### src/rtl/apb_mem_master_arb_if.sv
`default_nettype none
// ----------------------------------------------------------------------------
// apb_mem_master_arb_if
// Bundles the TX/RX requester handshakes and the memory-side APB pins used
// by the Ethernet DMA arbiter.
//   master : arbiter view (drives gnt/done/err/rdata and the APB command)
//   slave  : environment view (requesters plus the buffer memory)
// Revision: 1.0 - initial release
// ----------------------------------------------------------------------------
interface apb_mem_master_arb_if #(
  parameter int AW = 32,
  parameter int DW = 32
);
  // TX requester
  logic          tx_req_i;
  logic          tx_we_i;
  logic [AW-1:0] tx_addr_i;
  logic [DW-1:0] tx_wdata_i;
  logic          tx_gnt_o;
  logic          tx_done_o;
  logic          tx_err_o;
  logic [DW-1:0] tx_rdata_o;
  // RX requester
  logic          rx_req_i;
  logic          rx_we_i;
  logic [AW-1:0] rx_addr_i;
  logic [DW-1:0] rx_wdata_i;
  logic          rx_gnt_o;
  logic          rx_done_o;
  logic          rx_err_o;
  logic [DW-1:0] rx_rdata_o;
  // APB towards the buffer memory
  logic [AW-1:0] m_paddr_o;
  logic [DW-1:0] m_pwdata_o;
  logic          m_psel_o;
  logic          m_penable_o;
  logic          m_pwrite_o;
  logic          m_pready_i;
  logic [DW-1:0] m_prdata_i;

  modport master (
    input  tx_req_i, tx_we_i, tx_addr_i, tx_wdata_i,
    output tx_gnt_o, tx_done_o, tx_err_o, tx_rdata_o,
    input  rx_req_i, rx_we_i, rx_addr_i, rx_wdata_i,
    output rx_gnt_o, rx_done_o, rx_err_o, rx_rdata_o,
    output m_paddr_o, m_pwdata_o, m_psel_o, m_penable_o, m_pwrite_o,
    input  m_pready_i, m_prdata_i
  );

  modport slave (
    output tx_req_i, tx_we_i, tx_addr_i, tx_wdata_i,
    input  tx_gnt_o, tx_done_o, tx_err_o, tx_rdata_o,
    output rx_req_i, rx_we_i, rx_addr_i, rx_wdata_i,
    input  rx_gnt_o, rx_done_o, rx_err_o, rx_rdata_o,
    input  m_paddr_o, m_pwdata_o, m_psel_o, m_penable_o, m_pwrite_o,
    output m_pready_i, m_prdata_i
  );
endinterface
`default_nettype wire

### src/rtl/apb_mem_master_arb.sv
`default_nettype none
// ----------------------------------------------------------------------------
// apb_mem_master_arb
// Round-robin arbiter between the TX and RX DMA requesters for the single
// APB master port to the external buffer memory. Runs the two-phase APB
// transfer (SETUP, ACCESS), honours pready wait states and aborts a transfer
// that sees no pready within TIMEOUT ACCESS cycles.
// Revision: 1.0 - initial release
// ----------------------------------------------------------------------------
module apb_mem_master_arb #(
  parameter int AW      = 32,
  parameter int DW      = 32,
  parameter int TIMEOUT = 16
) (
  input  wire logic            pclk_i,
  input  wire logic            prst_i,
  apb_mem_master_arb_if.master bus
);

  localparam int CW = $clog2(TIMEOUT + 1);
  // Counter value seen during the final permitted ACCESS cycle
  localparam logic [CW-1:0] CNT_LAST = CW'(TIMEOUT - 1);

  typedef enum logic [1:0] {
    IDLE   = 2'd0,
    SETUP  = 2'd1,
    ACCESS = 2'd2
  } state_t;

  state_t          state;
  logic            last_rx;   // 1 when the most recent grant went to RX
  logic            cur_rx;    // owner of the transfer in flight
  logic [CW-1:0]   cnt;       // non-ready ACCESS cycles so far
  logic            pick_rx;
  logic            finish;

  // Arbitration: a lone request wins; on a tie the requester not served last wins
  always_comb begin
    pick_rx = 1'b0;
    if (bus.rx_req_i && (!bus.tx_req_i || !last_rx))
      pick_rx = 1'b1;
  end

  // ACCESS ends on pready or when the wait budget is used up
  always_comb begin
    finish = 1'b0;
    if (bus.m_pready_i || (cnt == CNT_LAST))
      finish = 1'b1;
  end

  // Transfer sequencer with registered handshake and APB outputs
  always_ff @(posedge pclk_i) begin
    if (prst_i) begin
      state           <= IDLE;
      last_rx         <= 1'b1;
      cur_rx          <= 1'b0;
      cnt             <= '0;
      bus.m_paddr_o   <= '0;
      bus.m_pwdata_o  <= '0;
      bus.m_pwrite_o  <= 1'b0;
      bus.m_psel_o    <= 1'b0;
      bus.m_penable_o <= 1'b0;
      bus.tx_gnt_o    <= 1'b0;
      bus.tx_done_o   <= 1'b0;
      bus.tx_err_o    <= 1'b0;
      bus.tx_rdata_o  <= '0;
      bus.rx_gnt_o    <= 1'b0;
      bus.rx_done_o   <= 1'b0;
      bus.rx_err_o    <= 1'b0;
      bus.rx_rdata_o  <= '0;
    end else begin
      // Handshake outputs are single-cycle pulses
      bus.tx_gnt_o  <= 1'b0;
      bus.rx_gnt_o  <= 1'b0;
      bus.tx_done_o <= 1'b0;
      bus.rx_done_o <= 1'b0;
      bus.tx_err_o  <= 1'b0;
      bus.rx_err_o  <= 1'b0;

      case (state)
        IDLE: begin
          if (bus.tx_req_i || bus.rx_req_i) begin
            cur_rx          <= pick_rx;
            last_rx         <= pick_rx;
            bus.m_paddr_o   <= pick_rx ? bus.rx_addr_i  : bus.tx_addr_i;
            bus.m_pwdata_o  <= pick_rx ? bus.rx_wdata_i : bus.tx_wdata_i;
            bus.m_pwrite_o  <= pick_rx ? bus.rx_we_i    : bus.tx_we_i;
            bus.m_psel_o    <= 1'b1;
            bus.m_penable_o <= 1'b0;
            bus.tx_gnt_o    <= !pick_rx;
            bus.rx_gnt_o    <= pick_rx;
            state           <= SETUP;
          end
        end

        SETUP: begin
          bus.m_penable_o <= 1'b1;
          state           <= ACCESS;
        end

        ACCESS: begin
          if (finish) begin
            bus.m_psel_o    <= 1'b0;
            bus.m_penable_o <= 1'b0;
            cnt             <= '0;
            state           <= IDLE;
            // A timed-out transfer returns zero read data and flags err
            if (cur_rx) begin
              bus.rx_done_o <= 1'b1;
              bus.rx_err_o  <= !bus.m_pready_i;
              if (!bus.m_pready_i)
                bus.rx_rdata_o <= '0;
              else if (!bus.m_pwrite_o)
                bus.rx_rdata_o <= bus.m_prdata_i;
            end else begin
              bus.tx_done_o <= 1'b1;
              bus.tx_err_o  <= !bus.m_pready_i;
              if (!bus.m_pready_i)
                bus.tx_rdata_o <= '0;
              else if (!bus.m_pwrite_o)
                bus.tx_rdata_o <= bus.m_prdata_i;
            end
          end else begin
            cnt <= cnt + CW'(1);
          end
        end

        default: begin
          bus.m_psel_o    <= 1'b0;
          bus.m_penable_o <= 1'b0;
          cnt             <= '0;
          state           <= IDLE;
        end
      endcase
    end
  end

endmodule
`default_nettype wire

### src/flat_wrapper.sv
// flat-port wrapper written by rule: the top's interface ports become plain ports
module apb_mem_master_arb_flat 
#(
  parameter int AW      = 32,
  parameter int DW      = 32,
  parameter int TIMEOUT = 16
)
  (pclk_i, prst_i, bus_tx_req_i, bus_tx_we_i, bus_tx_addr_i, bus_tx_wdata_i, bus_tx_gnt_o, bus_tx_done_o, bus_tx_err_o, bus_tx_rdata_o, bus_rx_req_i, bus_rx_we_i, bus_rx_addr_i, bus_rx_wdata_i, bus_rx_gnt_o, bus_rx_done_o, bus_rx_err_o, bus_rx_rdata_o, bus_m_paddr_o, bus_m_pwdata_o, bus_m_psel_o, bus_m_penable_o, bus_m_pwrite_o, bus_m_pready_i, bus_m_prdata_i);
  apb_mem_master_arb_if #(.AW(AW), .DW(DW)) bus_i ();
  input  wire logic pclk_i;
  input  wire logic prst_i;
  input wire logic [$bits(bus_i.tx_req_i)-1:0] bus_tx_req_i;
  input wire logic [$bits(bus_i.tx_we_i)-1:0] bus_tx_we_i;
  input wire logic [$bits(bus_i.tx_addr_i)-1:0] bus_tx_addr_i;
  input wire logic [$bits(bus_i.tx_wdata_i)-1:0] bus_tx_wdata_i;
  output wire logic [$bits(bus_i.tx_gnt_o)-1:0] bus_tx_gnt_o;
  output wire logic [$bits(bus_i.tx_done_o)-1:0] bus_tx_done_o;
  output wire logic [$bits(bus_i.tx_err_o)-1:0] bus_tx_err_o;
  output wire logic [$bits(bus_i.tx_rdata_o)-1:0] bus_tx_rdata_o;
  input wire logic [$bits(bus_i.rx_req_i)-1:0] bus_rx_req_i;
  input wire logic [$bits(bus_i.rx_we_i)-1:0] bus_rx_we_i;
  input wire logic [$bits(bus_i.rx_addr_i)-1:0] bus_rx_addr_i;
  input wire logic [$bits(bus_i.rx_wdata_i)-1:0] bus_rx_wdata_i;
  output wire logic [$bits(bus_i.rx_gnt_o)-1:0] bus_rx_gnt_o;
  output wire logic [$bits(bus_i.rx_done_o)-1:0] bus_rx_done_o;
  output wire logic [$bits(bus_i.rx_err_o)-1:0] bus_rx_err_o;
  output wire logic [$bits(bus_i.rx_rdata_o)-1:0] bus_rx_rdata_o;
  output wire logic [$bits(bus_i.m_paddr_o)-1:0] bus_m_paddr_o;
  output wire logic [$bits(bus_i.m_pwdata_o)-1:0] bus_m_pwdata_o;
  output wire logic [$bits(bus_i.m_psel_o)-1:0] bus_m_psel_o;
  output wire logic [$bits(bus_i.m_penable_o)-1:0] bus_m_penable_o;
  output wire logic [$bits(bus_i.m_pwrite_o)-1:0] bus_m_pwrite_o;
  input wire logic [$bits(bus_i.m_pready_i)-1:0] bus_m_pready_i;
  input wire logic [$bits(bus_i.m_prdata_i)-1:0] bus_m_prdata_i;
  assign bus_i.tx_req_i = bus_tx_req_i;
  assign bus_i.tx_we_i = bus_tx_we_i;
  assign bus_i.tx_addr_i = bus_tx_addr_i;
  assign bus_i.tx_wdata_i = bus_tx_wdata_i;
  assign bus_tx_gnt_o = bus_i.tx_gnt_o;
  assign bus_tx_done_o = bus_i.tx_done_o;
  assign bus_tx_err_o = bus_i.tx_err_o;
  assign bus_tx_rdata_o = bus_i.tx_rdata_o;
  assign bus_i.rx_req_i = bus_rx_req_i;
  assign bus_i.rx_we_i = bus_rx_we_i;
  assign bus_i.rx_addr_i = bus_rx_addr_i;
  assign bus_i.rx_wdata_i = bus_rx_wdata_i;
  assign bus_rx_gnt_o = bus_i.rx_gnt_o;
  assign bus_rx_done_o = bus_i.rx_done_o;
  assign bus_rx_err_o = bus_i.rx_err_o;
  assign bus_rx_rdata_o = bus_i.rx_rdata_o;
  assign bus_m_paddr_o = bus_i.m_paddr_o;
  assign bus_m_pwdata_o = bus_i.m_pwdata_o;
  assign bus_m_psel_o = bus_i.m_psel_o;
  assign bus_m_penable_o = bus_i.m_penable_o;
  assign bus_m_pwrite_o = bus_i.m_pwrite_o;
  assign bus_i.m_pready_i = bus_m_pready_i;
  assign bus_i.m_prdata_i = bus_m_prdata_i;
  apb_mem_master_arb #(.AW(AW), .DW(DW), .TIMEOUT(TIMEOUT)) u_core (.pclk_i(pclk_i), .prst_i(prst_i), .bus(bus_i));
endmodule
### config.mk
export PLATFORM = sky130hd
export DESIGN_NAME = apb_mem_master_arb_flat
export DESIGN_NICKNAME = d
export VERILOG_FILES = /design/src/rtl/apb_mem_master_arb_if.sv /design/src/rtl/apb_mem_master_arb.sv /design/src/flat_wrapper.sv
export SDC_FILE = /design/constraint.sdc
export NUM_CORES = 1
export LEC_CHECK = 0
export BUFFER_PORTS_ARGS = -buffer_cell sky130_fd_sc_hd__buf_2
export CAP_MARGIN = 40
export CORE_UTILIZATION = 35
export CTS_BUF_LIST = sky130_fd_sc_hd__clkbuf_4
export CTS_CLUSTER_DIAMETER = 50
export DETAILED_ROUTE_END_ITERATION = 8
export PLACE_DENSITY = 0.74
export SLEW_MARGIN = 20
export SYNTH_ARGS = -nofsm -noshare
export SYNTH_HDL_FRONTEND = slang
export SYNTH_SLANG_ARGS = --single-unit
### constraint.sdc
create_clock -name pclk_i -period 1.8 [get_ports pclk_i]
set_clock_uncertainty 0.1 [all_clocks]
set_input_delay 0.36 -clock pclk_i [delete_from_list [all_inputs] [get_ports pclk_i]]
set_output_delay 0.36 -clock pclk_i [all_outputs]
set_load 0.005 [all_outputs]
==> results.cfg, run 1 <==
[outcome]
status = complete, but fails checks
violations = negative setup slack

[place]
place_hpwl_um = 13100
portBuffers = 303
globalplace.congestion = 0.823

[global_route]
grt_pass1_vias = 5960
grt_first_pass_wirelength_um = 29800
overflow = 0
grt_max_degree = 105
track_usage = 0.207
antenna_found_initial = 5

[floorplanning]
core_area_sq_um = 17500
ioPinCount = 304
rows = 48
die_area_sq_um = 18600
die_y_um = 136
start_util = 0.361
die_x_um = 136

[sta]
worst_slack_ps = -49.9
finalHoldWorstSlack_ps = 63.4
hold_viol_final = 0
setup_violations = 45
worstMarginPinSlew_ps = 792
period_minus_slack_ps = 1850
relSlewSlack = 0.472
fmax_mhz = 541
fin_crit_sh = 1.03
drv_slew = 0
rsz0062_at_grt = true

[routing]
drt_iter0_drc = 229
vias_per_cell = 4.98
wl_per_cell_um = 16.5
drt-total-wl_um = 20400
drcViolationCount = 0
vias = 6155
ant_nets = 0
first_pass_iters = 4

[setup_path]
critPathMaxStageDelay_ps = 380
cp.required_ps = 2120
path_common_cell = ha_4
ff2ff_path_depth = 7
startpoint_type = register
critPathCaptureType = register
cp_slowest_cell = a211o_4
cp.buffers_inverters = 1
r2r_start = u_core.cnt[1]
cp_top_family = compound AO/OA/AOI/OAI gates
cp_cell_sequence = ha_4 -> and3_4 -> ha_4 -> nand2b_4 -> a211o_4 -> clkbuf_16 -> mux2i_1
path_class = register to register
worstSetupEndpoint = u_core.bus.tx_rdata_o[8]
arrival_ps = 2170
rr_endpoint = u_core.bus.tx_rdata_o[8]
cp_max_fo = 16
critical_path_depth = 7
r2r_slack_ps = -50
cp-startpoint = u_core.cnt[1]

[clock_tree]
cts_buffers = 17
htree_levels = 4
cts_sinks = 145
clockBufferDepth = 2
clkLatencyLatePin_ps = 540
cts_tree = built
clock-root-buffer = clkbuf_4
clk_pin_slew_ps = 120

[min_path]
hold-path-cell-count = 3
hold_class = primary input to register

[power_and_ir_drop]
combPwrFrac = 0.205
sw_frac_of_total = 0.285
internal_power_mw = 5.22
p_per_area_nw_per_um2 = 770
p_sw_mw = 2.08
p_seq_frac = 0.484
power_frac_clock = 0.310
p_leak_nw = 4.60
power_mw = 7.30
ir_drop_v = 0.000451

[finish]
synthToLayoutAreaGrowth_pct = 50.1
multi_input_area_sq_um = 3130
drive_gt1_frac = 0.373
final_nets = 1164
final_core_util = 0.542
seqCellArea_sq_um = 2910
nFillCells = 1533

[yosys]
synth_seq_cells = 145
synth_edf_count = 0
async_flop_share = 0
avgSynthCellArea_sq_um = 10.3
synth.largest_area_cell = dfxtp_1
seq_area_frac_synth = 0.460
synth_cells = 612
synth_ff_type = dfxtp_1
synth_area_leaders = dfxtp_1 46%, mux2i_1 21%, a211oi_1 7.7%
yosysUniqueCellTypes = 33
synth_most_common_cell = dfxtp_1
synth_common_cells = 145 x dfxtp_1, 130 x mux2i_1, 70 x a21oi_1
syn_nets = 781
synth_top_area_frac = 0.460
synth_warnings = 0
syn-cell-area_sq_um = 6310

[run]
maxCapViolations = 0
## flip-flops by register name, summed over array words and instances (netlist names), 5 cells and up
signal	flops
u_core.bus.tx_rdata_o	32
u_core.bus.m_paddr_o	32
u_core.cnt	5
u_core.bus.m_pwdata_o	32
u_core.bus.rx_rdata_o	32
## worst min-delay path by stage
stage,startpoint,to,slack (ps)
global route,bus_rx_addr_i[10],u_core.bus.m_paddr_o[10],1
floorplan,u_core.cnt[4],u_core.cnt[4],340
CTS,bus_tx_addr_i[10],u_core.bus.m_paddr_o[10],0.5
finish,bus_rx_addr_i[6],u_core.bus.m_paddr_o[6],60
global placement,u_core.cnt[4],u_core.cnt[4],350
detailed placement,u_core.cnt[4],u_core.cnt[4],350
## cells in the final DEF, fill, tap and decap left out, types with 3 or more instances in the layout
master and count:
nand3b_1 32, a21oi_1 70, dlygate4sd3_1 95, bufinv_16 3, buf_12 10, buf_4 16, diode_2 3, nand2b_1 68
buf_2 302, clkbuf_4 20, mux2i_1 128, inv_6 4, nor2_1 7, dfxtp_1 143, clkinvlp_4 3, nand2_1 5
inv_1 3, a211oi_1 65
## repair_timing
item | CTS | global route
resized for setup | 0 | 4
hold buffers | 84 | 11
buffers inserted | 0 | 1
endpoints found under the hold margin | 98 | 7
endpoints found under the setup margin | 61 | 66
cloned | 0 | 2
pin swaps | 0 | 2
## power groups by stage
stage                     clock network [mW]  logic [mW]  registers (mW)
after CTS                               2.34        1.45            3.53
after global placement                     0        1.29            3.59
after floorplan                            0       0.701            3.61
after global routing                    2.49        1.62            3.56
after detailed placement                   0        1.31            3.60
final                                   2.27        1.50            3.54
## layer usage
metal	global-route usage	share of wire
met1	0.222	0.39
met2	0.363	0.50
met3	0.0802	0.084
met4	0.0833	0.021
met5	0	0.0012
## worst min-delay path: stages
cell and delay (ps):
buf_2 100, mux2i_1 120, a211oi_1 80
## metrics by stage
stage                     setup slack (ps)  setup TNS [ps]  cell area [sq um]  cells
final                                -49.9            -952               9480   1236
after floorplan                       12.6               0               6330    612
after CTS                            -34.9            -780               9280   1219
after detailed placement             -17.7            -157               8130   1103
after global routing                 -98.2           -3720               9480   1236
after global placement                20.9               0               8130   1103
## area by class of cell
cell class,instances,share of cell area
diodes,3,0.000792
clock buffers,20,0.0158
clock inverters,12,0.0165
inverters,3,0.00119
multi-input cells,403,0.330
flip-flops and latches,145,0.307
well taps,225,0.0297
repair buffers,425,0.299
## cells by family after synthesis
logic type,count (synthesis),share of synthesized area
mux,130,0.206
buf+inv,64,0.0543
fa+ha+maj,2,0.00396
flops,145,0.460
simple gates,126,0.130
compound gates,145,0.146
(Power assumes the default switching activity.)
==> run 2: changes to the inputs <==
Settings changed: ABC_AREA set to 1, CORE_UTILIZATION 35 to 40, PLACE_DENSITY 0.74 to 0.8.
==> results.cfg, run 2 <==
[outcome]
status = complete, but fails checks
violations = negative setup slack

[finish]
drive_gt1_frac = 0.274
seqCellArea_sq_um = 2910
final_common_cell = nand2_1
multi_input_area_sq_um = 3230
mostFrequentLayoutCells = 352 x nand2_1, 303 x buf_2, 222 x nor2_1
final_core_util = 0.615
final_nets = 1679
fin_cells = 1749
synthToLayoutAreaGrowth_pct = 49.0
nFillCells = 1414

[yosys]
synth_warnings = 0
synth_cells = 1132
synth_seq_cells = 145
synth.largest_area_cell = dfxtp_1
async_flop_share = 0
syn_nets = 1301
synth_top_area_frac = 0.419
seq_area_frac_synth = 0.419
yosysUniqueCellTypes = 21
synth_most_common_cell = nand2_1
synth_area_leaders = dfxtp_1 42%, nand2_1 20%, nor2_1 12%
synth_common_cells = 376 x nand2_1, 225 x nor2_1, 162 x inv_1
synth_ff_type = dfxtp_1
avgSynthCellArea_sq_um = 6.11
syn-cell-area_sq_um = 6920
synth_edf_count = 0

[floorplanning]
die_area_sq_um = 17800
start_util = 0.413
die_y_um = 134
rows = 47
ioPinCount = 304
core_area_sq_um = 16800
die_x_um = 134

[sta]
period_minus_slack_ps = 1850
setup_tns_ps = -595
fin_crit_sh = 1.03
setup_violations = 28
worstMarginPinSlew_ps = 315
hold_viol_final = 0
fmax_mhz = 539
worst_slack_ps = -53.8
rsz0062_at_grt = true
relSlewSlack = 0.790
drv_slew = 0

[routing]
vias_per_cell = 4.85
drt-total-wl_um = 24400
wl_per_cell_um = 14.0
drt_iter0_drc = 505
vias = 8477
first_pass_iters = 6
ant_nets = 0
drcViolationCount = 0

[clock_tree]
cts_sinks = 145
htree_levels = 4
clk_pin_slew_ps = 150
cts_buffers = 17
clockBufferDepth = 2
clkLatencyLatePin_ps = 540
clock-root-buffer = clkbuf_4
cts_tree = built

[min_path]
hp-start = bus_rx_we_i
hold_class = primary input to register
min_to = u_core.bus.m_pwrite_o
hold-path-cell-count = 5

[setup_path]
r2r_start = u_core.cnt[0]
path_class = register to register
r2r_slack_ps = -50
cp_max_fo = 19
rr_endpoint = u_core.bus.rx_rdata_o[6]
critPathCaptureType = register
cp.required_ps = 2190
startpoint_type = register
ff2ff_path_depth = 10
arrival_ps = 2240

[global_route]
antenna_found_initial = 5
top_usage_layer = met2
use_met2 = 0.446
grt_max_degree = 51
grt_util_met1 = 0.301
overflow = 0
grt_pass1_vias = 7896
use_met3 = 0.0544
grt_first_pass_wirelength_um = 37400
track_usage = 0.261

[place]
placedCellCount = 1616
place_hpwl_um = 14300
globalplace.congestion = 0.842
portBuffers = 303

[power_and_ir_drop]
ir_drop_v = 0.000453
p_per_area_nw_per_um2 = 736
power_mw = 7.59
p_leak_nw = 5.56

[run]
maxCapViolations = 0
-- run 2: changes by cell type after synthesis, moves of 10 or more --
| cell | change |
|---|---|
| a211oi_1 | -65 |
| buf_2 | +13 |
| buf_4 | +11 |
| buf_6 | -10 |
| clkbuf_1 | -13 |
| inv_1 | +159 |
| mux2i_1 | -130 |
| nand2_1 | +371 |
| nand2b_1 | -68 |
| nand3_1 | +68 |
| nand3b_1 | -32 |
| nor2_1 | +218 |
-- run 2: worst max-delay path, cell delays in order (launching register included) --
cell	delay, ps
dfxtp_2	380
ha_4	140
nand2_2	60
nor2_2	110
ha_2	180
nor2_2	60
nor2_4	140
buf_12	170
buf_12	160
nand3_1	110
a21oi_1	180
-- run 2: layout make-up --
type,instances,share of cell area
multi-input cells,754,0.313
repair buffers,427,0.290
flip-flops and latches,145,0.282
inverters,165,0.0601
well taps,220,0.0267
clock inverters,15,0.0144
clock buffers,17,0.0124
diodes,6,0.00146
-- run 2: layer usage --
layer	vias to the layer above	routed length [um]
met3	101	2020
met1	3758	9380
met4	0	1160
li1	4121	-
met5	-	0
met2	497	11900
-- run 2: kinds of logic after synthesis --
family | Yosys count | share of synthesized area
compound gates | 76 | 0.0575
simple gates | 676 | 0.381
flops | 145 | 0.419
fa+ha+maj | 2 | 0.00361
buf+inv | 233 | 0.139
-- run 2: report_power, final --
| group | switching [mW] | internal, mW | total [mW] |
|---|---|---|---|
| clock network | 1.36 | 0.722 | 2.09 |
| registers | 0.124 | 3.43 | 3.55 |
| logic | 1.09 | 0.855 | 1.95 |
| total | 2.58 | 5.01 | 7.59 |
-- run 2: how the worst max path moves through the flow --
stage | start | to | slack, ps | depth (start not counted)
floorplan | u_core.cnt[0] | u_core.bus.rx_rdata_o[7] | 40 | 11
finish | u_core.cnt[0] | u_core.bus.rx_rdata_o[6] | -50 | 10
CTS | u_core.cnt[0] | u_core.bus.rx_rdata_o[20] | -20 | 10
global route | u_core.cnt[0] | u_core.bus.tx_rdata_o[30] | -130 | 10
global placement | u_core.cnt[0] | u_core.bus.rx_rdata_o[22] | -10 | 9
detailed placement | u_core.cnt[0] | u_core.bus.tx_rdata_o[4] | -120 | 9
-- run 2: through the flow --
stage          hold slack (ps)  instance area [sq um]  worst slack (ps)
2_1_floorplan              349                   6920              44.5
4_1_cts                  0.108                   9950             -16.2
3_3_place_gp               343                   8800             -11.6
6_report                  51.8                  10300             -53.8
5_1_grt                   20.6                  10300              -133
3_5_place_dp               349                   8800              -118
-- run 2: timing repair --
item / in CTS / in global routing
cloned: 0 / 8
pin swaps: 1 / 9
gates resized for setup: 6 / 43
hold buffers: 85 / 0
setup buffers: 0 / 2
endpoints found under the hold margin: 60 / 0
setup endpoints to repair: 38 / 64
==> run 3: changes to the inputs <==
Settings changed: CTS_BUF_LIST sky130_fd_sc_hd__clkbuf_4 to sky130_fd_sc_hd__clkbuf_8, SETUP_SLACK_MARGIN set to 0.2.
==> results.cfg, run 3 (synthesis gave the netlist of run 2 again) <==
[routing]
drt-total-wl_um = 22000
vias = 7686
first_pass_iters = 5
ant_nets = 0
vias_per_cell = 4.61
drt_iter0_drc = 290
wl_per_cell_um = 13.2
drcViolationCount = 0

[clock_tree]
cts_buffers = 17
clkLatencyLatePin_ps = 450
clockBufferDepth = 2
cts_tree = built
clk_pin_slew_ps = 100
htree_levels = 4
cts_sinks = 145
clock-root-buffer = clkbuf_8
holdBufCountCts = 0

[global_route]
grt_pass1_vias = 7054
grt_first_pass_wirelength_um = 33300
antenna_found_initial = 3
overflow = 0
grt_max_degree = 66
track_usage = 0.233

[sta]
fmax_mhz = 554
hold_viol_final = 0
drv_slew = 0
worstMarginPinSlew_ps = 436
relSlewSlack = 0.708
fin_crit_sh = 1.00
rsz0062_at_grt = true
period_minus_slack_ps = 1800
worst_slack_ps = -4.00
setup_violations = 2

[finish]
synthToLayoutAreaGrowth_pct = 43.1
mostFrequentLayoutCells = 372 x nand2_1, 303 x buf_2, 222 x nor2_1
drive_gt1_frac = 0.312
fin_cells = 1666
final_nets = 1600
final_common_cell = nand2_1

[setup_path]
cp-startpoint = u_core.cnt[1]
cp_max_fo = 17
ff2ff_path_depth = 11
startpoint_type = register
critPathCaptureType = register
r2r_start = u_core.cnt[1]
arrival_ps = 2050
path_class = register to register
cp.required_ps = 2040

[floorplanning]
die_x_um = 134
ioPinCount = 304
rows = 47
core_area_sq_um = 16800
die_y_um = 134
start_util = 0.413
die_area_sq_um = 17800

[place]
globalplace.congestion = 0.832
portBuffers = 303
placedCellCount = 1609
place_hpwl_um = 14300
place_ws_ps = -50.6

[min_path]
hp-start = bus_rx_addr_i[27]
hold_class = primary input to register
hold-path-cell-count = 5

[power_and_ir_drop]
p_per_area_nw_per_um2 = 829
ir_drop_v = 0.000514
p_leak_nw = 5.34

[run]
maxCapViolations = 0

[outcome]
violations = negative setup slack
status = complete, but fails checks
run 3: final timing paths:
check	end	slack (ps)
setup / recovery	u_core.bus.tx_rdata_o[29]	-4
hold / removal	u_core.bus.m_paddr_o[27]	80
setup reg to reg	u_core.bus.tx_rdata_o[29]	-4
hold reg to reg	u_core.bus.rx_rdata_o[8]	370
run 3: power by group:
group / total (mW) / internal [mW] / switching (mW)
combinational: 1.83 / 0.774 / 1.06
sequential: 3.54 / 3.42 / 0.120
clock: 2.83 / 1.42 / 1.41
total: 8.21 / 5.62 / 2.59
run 3: timing repair:
| action | CTS | global route |
|---|---|---|
| resized for setup | 20 | 44 |
| setup buffers | 8 | 2 |
| pin swaps | 6 | 10 |
| gates cloned | 5 | 8 |
| endpoints found under the setup margin | 65 | 129 |
run 3: stage by stage:
stage | hold WS [ps] | utilization | power (mW) | setup TNS [ps] | instance area, sq um
global placement | 349 | 0.526 | 5.24 | 0 | 8820
global route | 87.4 | 0.591 | 8.66 | -3080 | 9900
floorplan | 349 | - | 4.60 | 0 | 7050
detailed placement | 352 | 0.526 | 5.27 | -1600 | 8820
finish | 84.8 | 0.591 | 8.21 | -6.49 | 9910
CTS | 59.6 | 0.567 | 8.15 | -0.636 | 9500
run 3: cell type report:
type	instances	area [sq um]
fillers	1555	6850
multi-input cells	754	3390
repair buffers	348	2270
flip-flops and latches	145	2910
diodes	2	5.00
well taps	220	275
clock inverters	15	196
inverters	165	622
clock buffers	17	234
run 3: critical path: stages (launching register included):
cell and delay [ps]:
dfxtp_4 360, ha_4 160, nand2_2 70, nor2_2 40, ha_2 180, nor2_4 110
nor2_4 50, buf_6 120, buf_12 140, buf_16 150, a21oi_1 140, nor2_1 70
run 3: routing by layer:
layer | global-route usage | wire length [um] | up-vias | share of wire
li1 | - | - | 3958 | -
met3 | 0.0708 | 1620 | 39 | 0.073
met1 | 0.263 | 8700 | 3388 | 0.40
met5 | 0 | 13 | - | 0.00059
met4 | 0.0827 | 505 | 2 | 0.023
met2 | 0.413 | 11200 | 299 | 0.51
